## config.mk

```make
export PLATFORM = sky130hd
export DESIGN_NAME = shift_scheduler
export DESIGN_NICKNAME = d
export VERILOG_FILES = /design/src/rtl/shift_scheduler.sv
export SDC_FILE = /design/constraint.sdc
export NUM_CORES = 1
export LEC_CHECK = 0
export ABC_AREA = 1
export BUFFER_PORTS_ARGS = -buffer_cell sky130_fd_sc_hd__buf_2
export CORE_MARGIN = 2
export CORE_UTILIZATION = 25
export DETAILED_ROUTE_END_ITERATION = 16
export PLACE_DENSITY = 0.56
export SLEW_MARGIN = 30
export SYNTH_ARGS = -nofsm -noshare
export SYNTH_HDL_FRONTEND = slang
export SYNTH_SLANG_ARGS = --single-unit
```

## constraint.sdc

```tcl
create_clock -name clk -period 1.9 [get_ports clk]
set_input_delay 0 -clock clk [delete_from_list [all_inputs] [get_ports clk]]
set_output_delay 0 -clock clk [all_outputs]
set_load 0.1 [all_outputs]
```

## src/rtl/shift_scheduler.sv

```systemverilog
// Arbiter/sequencer that shares one right-logical barrel shifter between two requesters,
// building SLL/SRA (and ROR when SHIFT_ROR_EN is defined) from bit reversal, inversion and two passes.
module shift_scheduler (
    input  logic        clk,
    input  logic        rst,
    input  logic        req0_valid,
    output logic        req0_ready,
    input  logic [31:0] req0_data,
    input  logic [4:0]  req0_amt,
    input  logic [1:0]  req0_op,
    input  logic        req1_valid,
    output logic        req1_ready,
    input  logic [31:0] req1_data,
    input  logic [4:0]  req1_amt,
    input  logic [1:0]  req1_op,
    output logic        resp_valid,
    input  logic        resp_ready,
    output logic        resp_id,
    output logic [31:0] resp_data,
    output logic [31:0] sh_in,
    output logic [31:0] sh_ctrl,
    input  logic [31:0] sh_out
);

    typedef enum logic [1:0] {IDLE, PASS1, PASS2, RESP} state_t;

    localparam logic [1:0] OP_SRL = 2'b00;
    localparam logic [1:0] OP_SLL = 2'b01;
    localparam logic [1:0] OP_SRA = 2'b10;
    localparam logic [1:0] OP_ROR = 2'b11;

    function automatic logic [31:0] rev(input logic [31:0] v);
        logic [31:0] r;
        for (int i = 0; i < 32; i++) r[i] = v[31-i];
        return r;
    endfunction

    state_t      state, next_state;
    logic [31:0] x_q;
    logic [4:0]  amt_q;
    logic [1:0]  op_q;
    logic        id_q;
    logic [31:0] result_q, result_next;
    logic        last_grant;
    logic        grant0, grant1, accept;
    logic [4:0]  sh_amt;
`ifdef SHIFT_ROR_EN
    logic [31:0] partial_q, partial_next;
`endif

    // last_grant = 1 means port 1 was served last, so port 0 wins the next tie
    assign grant0 = req0_valid & (~req1_valid | last_grant);
    assign grant1 = req1_valid & (~req0_valid | ~last_grant);
    assign accept = (state == IDLE) & (grant0 | grant1);

    assign req0_ready = (state == IDLE) & grant0 & ~rst;
    assign req1_ready = (state == IDLE) & grant1 & ~rst;
    assign resp_valid = (state == RESP);
    assign resp_id    = id_q;
    assign resp_data  = result_q;
    assign sh_ctrl    = {27'd0, sh_amt};

    always_ff @(posedge clk or posedge rst) begin
        if (rst) begin
            state      <= IDLE;
            last_grant <= 1'b1;
            x_q        <= '0;
            amt_q      <= '0;
            op_q       <= '0;
            id_q       <= 1'b0;
            result_q   <= '0;
`ifdef SHIFT_ROR_EN
            partial_q  <= '0;
`endif
        end else begin
            state    <= next_state;
            result_q <= result_next;
`ifdef SHIFT_ROR_EN
            partial_q <= partial_next;
`endif
            if (accept) begin
                x_q        <= grant1 ? req1_data : req0_data;
                amt_q      <= grant1 ? req1_amt  : req0_amt;
                op_q       <= grant1 ? req1_op   : req0_op;
                id_q       <= grant1;
                last_grant <= grant1;
            end
        end
    end

    // Shifter drive and sequencing; kept apart from the result path so sh_out never feeds sh_in
    always_comb begin
        next_state = state;
        sh_in      = '0;
        sh_amt     = '0;
        case (state)
            IDLE: begin
                if (accept) next_state = PASS1;
            end
            PASS1: begin
                sh_amt     = amt_q;
                next_state = RESP;
                case (op_q)
                    OP_SLL: sh_in = rev(x_q);
                    OP_SRA: sh_in = x_q[31] ? ~x_q : x_q;
`ifdef SHIFT_ROR_EN
                    OP_ROR: begin
                        sh_in = x_q;
                        if (amt_q != 5'd0) next_state = PASS2;
                    end
`endif
                    default: sh_in = x_q;
                endcase
            end
`ifdef SHIFT_ROR_EN
            PASS2: begin
                sh_in      = rev(x_q);
                sh_amt     = 5'd0 - amt_q;
                next_state = RESP;
            end
`endif
            RESP: begin
                if (resp_ready) next_state = IDLE;
            end
            default: next_state = IDLE;
        endcase
    end

    always_comb begin
        result_next = result_q;
`ifdef SHIFT_ROR_EN
        partial_next = partial_q;
`endif
        case (state)
            PASS1: begin
                case (op_q)
                    OP_SLL: result_next = rev(sh_out);
                    OP_SRA: result_next = x_q[31] ? ~sh_out : sh_out;
`ifdef SHIFT_ROR_EN
                    OP_ROR: begin
                        result_next  = sh_out;
                        partial_next = sh_out;
                    end
`endif
                    default: result_next = sh_out;
                endcase
            end
`ifdef SHIFT_ROR_EN
            PASS2: result_next = partial_q | rev(sh_out);
`endif
            default: result_next = result_q;
        endcase
    end

endmodule

```

==> results of run 1 <==
cells by family (layout without fill, tap and decap cells):
kind of cell,Yosys count,after routing,share of synthesized area (%)
buf+inv,208,439,16.0
fa+ha+maj,3,3,0.613
compound gates,67,67,5.56
simple gates,698,698,47.1
other cells,1,27,0.0612
flops,75,75,30.7
stage by stage:
| step | worst slack, ns | util (%) | std cells | hold slack (ns) | cell area (sq um) |
|---|---|---|---|---|---|
| 6_report | -0.0289 | 40.2 | 1633 | -0.0131 | 9710 |
| 5_1_grt | -0.0857 | 40.2 | 1633 | 0.0164 | 9710 |
| 4_1_cts | -0.0271 | 39.3 | 1627 | 0.000103 | 9510 |
| 3_5_place_dp | 0.202 | 34.0 | 1514 | 0.189 | 8230 |
| 3_3_place_gp | 0.218 | 34.0 | 1514 | 0.179 | 8230 |
| 2_1_floorplan | -0.132 | - | 1078 | 0.173 | 6590 |
timing repair:
item / in CTS / in global routing
cloned: 1 / 5
pin swaps: 7 / 30
endpoints found under the setup margin: 32 / 36
buffers inserted: 4 / 1
resized for setup: 5 / 30
hold buffers: 92 / 0
endpoints found under the hold margin: 87 / 0
final timing paths:
check	from	end	slack, ns	cells after the start
setup reg to reg	op_q[1]	resp_data[25]	0.16	8
min in group asynchronous	rst	amt_q[0]	0.34	3
hold reg to reg	resp_id	resp_id	0.47	2
max in group asynchronous	rst	op_q[1]	0.85	4
hold / removal	req1_op[0]	op_q[0]	-0.01	5
setup / recovery	op_q[1]	sh_in[16]	-0.03	6
state kept, by name, indices dropped and copies added (netlist names):
name,flops
state,2
last_grant,1
x_q,32
resp_id,1
op_q,2
resp_data,32
amt_q,5
area by class of cell:
type / count / area share, %
Clock buffer: 10 / 2.46
Multi-Input combinational cell: 795 / 39.0
Sequential cell: 75 / 19.4
Clock inverter: 6 / 0.502
Inverter: 109 / 4.42
Timing Repair Buffer: 314 / 30.1
Tap cell: 324 / 4.17
worst reg2reg max path, cell delays in order (launching register included):
cell and delay, ns:
dfrtp_2 0.44, ha_4 0.36, clkinv_8 0.12, buf_4 0.16, buf_12 0.19, nand3_1 0.14
nand2_1 0.06, nor2_1 0.10, a21oi_1 0.07
metal layers:
| metal | GRT usage (%) | vias to the layer above | part of all wire (%) |
|---|---|---|---|
| met5 | 0 | - | 0 |
| met4 | 3.52 | 0 | 0.70 |
| met3 | 4.16 | 10 | 7.9 |
| met2 | 28.6 | 271 | 47 |
| met1 | 22.6 | 3413 | 45 |
| li1 | - | 3711 | - |
cells in the final DEF (no fill, tap or decap), drive strengths merged, types with 27 or more instances in the layout:
master,n
dfrtp,74
conb,27
inv,108
nand3,64
nor2,73
dlygate4sd3,92
nand2,497
nand4,62
a21oi,64
buf,214
==> flow_summary.json, run 1 <==
{
  "outcome": "complete, but fails checks",
  "violations": "hold timing, setup timing",
  "rows": 57,
  "layout.nets": 1422,
  "num_antenna_cells": 0,
  "setup_slack_ns": -0.0289,
  "antenna_found_initial": 0,
  "routabilityCongestion": 0.780,
  "multi_input_area_sq_um": 3790,
  "ant_nets": 0,
  "grt_max_degree": 65,
  "grt_pass1_vias": 6894,
  "syn_to_final_growth_pct": 58.6,
  "drc": 0,
  "cp_data_arrival_time_ns": 1.93,
  "io_pins": 215,
  "ys_ff_latch": 75,
  "async_reset_ff_share_pct": 100,
  "drive_gt1_share_pct": 23.8,
  "syn_area_sq_um": 6120,
  "period_needed_ns": 1.93,
  "insertion_delay_ns": 0.36,
  "final_hold_viol_count": 1,
  "cp.required_ns": 1.90,
  "worst_setup_path_end_kind": "primary output",
  "synth_commonest_cells": "nand2_1, inv_1, dfrtp_1",
  "floorplan.initialDensity_pct": 25.3,
  "path_clk_slew_ns": 0.06,
  "die_area_sq_um": 25800,
  "wl_per_cell_um": 13.9,
  "avgSynthCellArea_sq_um": 5.82,
  "yosysWarnings": 0,
  "routed_wl_um": 22700,
  "grt_first_pass_wirelength_um": 35700,
  "io_buffers": 187,
  "regArea_sq_um": 1880,
  "cts_sinks": 75,
  "initialDrtViolationCount": 698,
  "hold_class": "input port to flop",
  "synth_top_area_share_pct": 30.2,
  "synthCells": 1052,
  "path_buf_inv": 3,
  "vias": 7405,
  "synth_top_cell_by_area": "dfrtp_1",
  "place_hpwl_um": 14300,
  "max_stage_delay_ns": 0.44,
  "grt-ovfl-total": 0,
  "crit_path_start_kind": "flop",
  "path_max_fanout": 16,
  "fill_cells": 2471,
  "htreeDepth": 3,
  "synthTopCellsByArea": "dfrtp_1, nand2_1, inv_1",
  "crit_type": "flop to primary output",
  "timing.setup.tns_ns": -0.190,
  "dieWidth_um": 161,
  "ctsRootBufferMaster": "clkbuf_16",
  "clock_skew_ns": 0.0156,
  "yosysUniqueCellTypes": 23,
  "rsz0062_at_grt": "true",
  "cts_tree": "yes",
  "crit_slowest_cell": "dfrtp_2",
  "fmax_ghz": 0.518,
  "hold_slack_ns": -0.0131,
  "drv_cap": 0,
  "numCtsBuffers": 9,
  "critPathTopFamily": "buffers and inverters",
  "max_slew_margin_pct": 51.1,
  "worst_slew_pin_slew_ns": 0.733,
  "grtUsageTotal_pct": 17.1,
  "synth_edf_count": 0,
  "synth_most_common_cell": "nand2_1",
  "clock_path_buffers": 2,
  "setup_viol": 14,
  "core_sq_um": 24200,
  "chipHeight_um": 161,
  "ys_seq_area_share_pct": 30.7,
  "crit_chain": "ha_4 > clkinv_8 > clkbuf_16 > nand4_1 > a21oi_4 > buf_12",
  "finalMaxSlewViolations": 0,
  "ys.flop_type": "dfrtp_1",
  "first_pass_iters": 5,
  "viasPerCell": 4.53,
  "fin_crit_sh_pct": 102
}
Power of run 1 is left out: the tool's default activity adds up to more than one toggle a clock period on the data nets, which glitch-free logic cannot reach.
==> run 2: changes to the inputs <==
--- a/config.mk
+++ b/config.mk
@@ -6,11 +6,11 @@
 export NUM_CORES = 1
 export LEC_CHECK = 0
 export ABC_AREA = 1
-export BUFFER_PORTS_ARGS = -buffer_cell sky130_fd_sc_hd__buf_2
 export CORE_MARGIN = 2
-export CORE_UTILIZATION = 25
+export CORE_UTILIZATION = 48
 export DETAILED_ROUTE_END_ITERATION = 16
-export PLACE_DENSITY = 0.56
+export DONT_BUFFER_PORTS = 1
+export PLACE_DENSITY = 0.74
 export SLEW_MARGIN = 30
 export SYNTH_ARGS = -nofsm -noshare
 export SYNTH_HDL_FRONTEND = slang
==> run 2 against run 1 <==
Effect of this change: the run ends with setup timing left; critical path depth up 2; maximum frequency down 5.0%; sequential cell count unchanged; final cell count down 13%; wire length up 6.0%; die area down 47%; worst hold slack better by 0.11 ns; worst setup slack worse by 0.10 ns; sequential share of layout area up 0.087 points; largest cell class unchanged.
==> flow_summary.json, run 2 (synthesis gave the netlist of run 1 again) <==
{
  "num_antenna_cells": 0,
  "crit_path_start_kind": "flop",
  "grt_max_degree": 46,
  "mostFrequentLayoutCells": "nand2_1, dlygate4sd3_1, inv_1",
  "vias": 7762,
  "worst_setup_path_end_kind": "primary output",
  "routabilityCongestion": 0.836,
  "hold_class": "input port to async pin",
  "violations": "setup timing",
  "setup_viol": 31,
  "path_buf_inv": 5,
  "routed_wl_um": 24000,
  "io_buffers": 0,
  "path_clk_slew_ns": 0.07,
  "worst_slew_pin_slew_ns": 0.609,
  "rows": 41,
  "cts_sinks": 75,
  "htreeDepth": 3,
  "outcome": "complete, but fails checks",
  "cts_tree": "yes",
  "clock_skew_ns": 0.0117,
  "grt_pass1_vias": 7228,
  "first_pass_iters": 6,
  "fmax_ghz": 0.492,
  "viasPerCell": 5.49,
  "setup_slack_ns": -0.131,
  "drv_cap": 0,
  "grtUsageTotal_pct": 32.9,
  "crit_top_cell": "buf_12",
  "insertion_delay_ns": 0.36,
  "ant_nets": 0,
  "initialDrtViolationCount": 1087,
  "syn_to_final_growth_pct": 57.8,
  "drc": 0,
  "cp.required_ns": 1.90,
  "antenna_found_initial": 0,
  "max_slew_margin_pct": 59.3,
  "period_needed_ns": 2.03,
  "io_pins": 215,
  "max_stage_delay_ns": 0.40,
  "final_hold_viol_count": 0,
  "drive_gt1_share_pct": 18.4,
  "die_area_sq_um": 13700,
  "dieWidth_um": 117,
  "floorplan.initialDensity_pct": 48.9,
  "critPathTopFamily": "buffers and inverters",
  "finalMaxSlewViolations": 0,
  "chipHeight_um": 117,
  "crit_slowest_cell": "dfrtp_1",
  "numCtsBuffers": 9,
  "crit_type": "flop to primary output",
  "fin_crit_sh_pct": 107,
  "wl_per_cell_um": 17.0,
  "clock_path_buffers": 2,
  "rsz0062_at_grt": "true",
  "core_sq_um": 12500,
  "crit_chain": "inv_2 > ha_4 > inv_6 > buf_12 > buf_16 > nand4_1 > a21oi_4 > buf_12",
  "layout_commonest_cell": "nand2_1",
  "grt_first_pass_wirelength_um": 35300,
  "layout.nets": 1355,
  "grt-ovfl-total": 0,
  "ctsRootBufferMaster": "clkbuf_16",
  "timing.setup.tns_ns": -1.74,
  "cp_data_arrival_time_ns": 2.03,
  "place_hpwl_um": 11700,
  "path_max_fanout": 14
}
run 2: cell types whose count changed in the layout (fill, tap and decap cells not counted), sizes merged:
cell,before,now
clkinvlp,5,4
dlygate4sd3,92,114
inv,108,107
bufinv,0,1
clkinv,2,4
bufbuf,0,3
clkbuf,18,14
buf,214,125
run 2: repair_timing:
action | CTS | global route
endpoints found under the hold margin | 148 | 0
buffers inserted | 12 | 11
cloned | 9 | 5
resized for setup | 20 | 25
hold buffers | 114 | 0
setup endpoints to repair | 32 | 34
pin swaps | 23 | 24
run 2: routing by layer:
| layer | global-route usage (%) | part of all wire [%] | wire, um |
|---|---|---|---|
| met3 | 6.08 | 9.0 | 2160 |
| met2 | 56.1 | 50 | 11900 |
| met1 | 41.5 | 38 | 9240 |
| met5 | 0 | 0 | 0 |
| met4 | 12.9 | 2.9 | 697 |
run 2: worst register-to-register path: cells and delay by family (launching register included):
family	cells	cell delay, ns
buf+inv	4	0.65
flops	1	0.58
simple gates	6	0.61
run 2: worst paths after layout:
kind | start | to | slack [ns] | cells after the start
min in group clk | req1_valid | x_q[0] | 0.10 | 6
max reg2reg | last_grant | op_q[1] | -0.03 | 10
min | rst | state[1] | 0.1 | 2
min reg2reg | amt_q[0] | amt_q[0] | 0.48 | 2
max | op_q[0] | sh_in[27] | -0.13 | 8
max in group asynchronous | rst | resp_data[18] | 1.23 | 3
run 2: final cells by class:
cell class                 count  area, sq um
multi-input combinational    795         3810
inverter                     109          422
clock buffer                   9          225
fill                         885         2850
sequential                    75         1880
tap                          172          215
timing repair buffer         247         3040
clock inverter                 7         68.8
run 2: per-stage QoR:
stage                     util [%]  cells  hold WS (ns)  setup WS, ns  instance area (sq um)
after floorplan                  -   1078         0.173        -0.132                   6590
after global placement        60.2   1247        -0.141         0.210                   7530
after detailed placement      60.2   1247        -0.140         0.130                   7530
after CTS                     75.0   1398         0.106       -0.0558                   9380
after global routing          77.2   1414         0.106        -0.171                   9660
final                         77.2   1414        0.0961        -0.131                   9660
Power of run 2 is left out for the same reason.
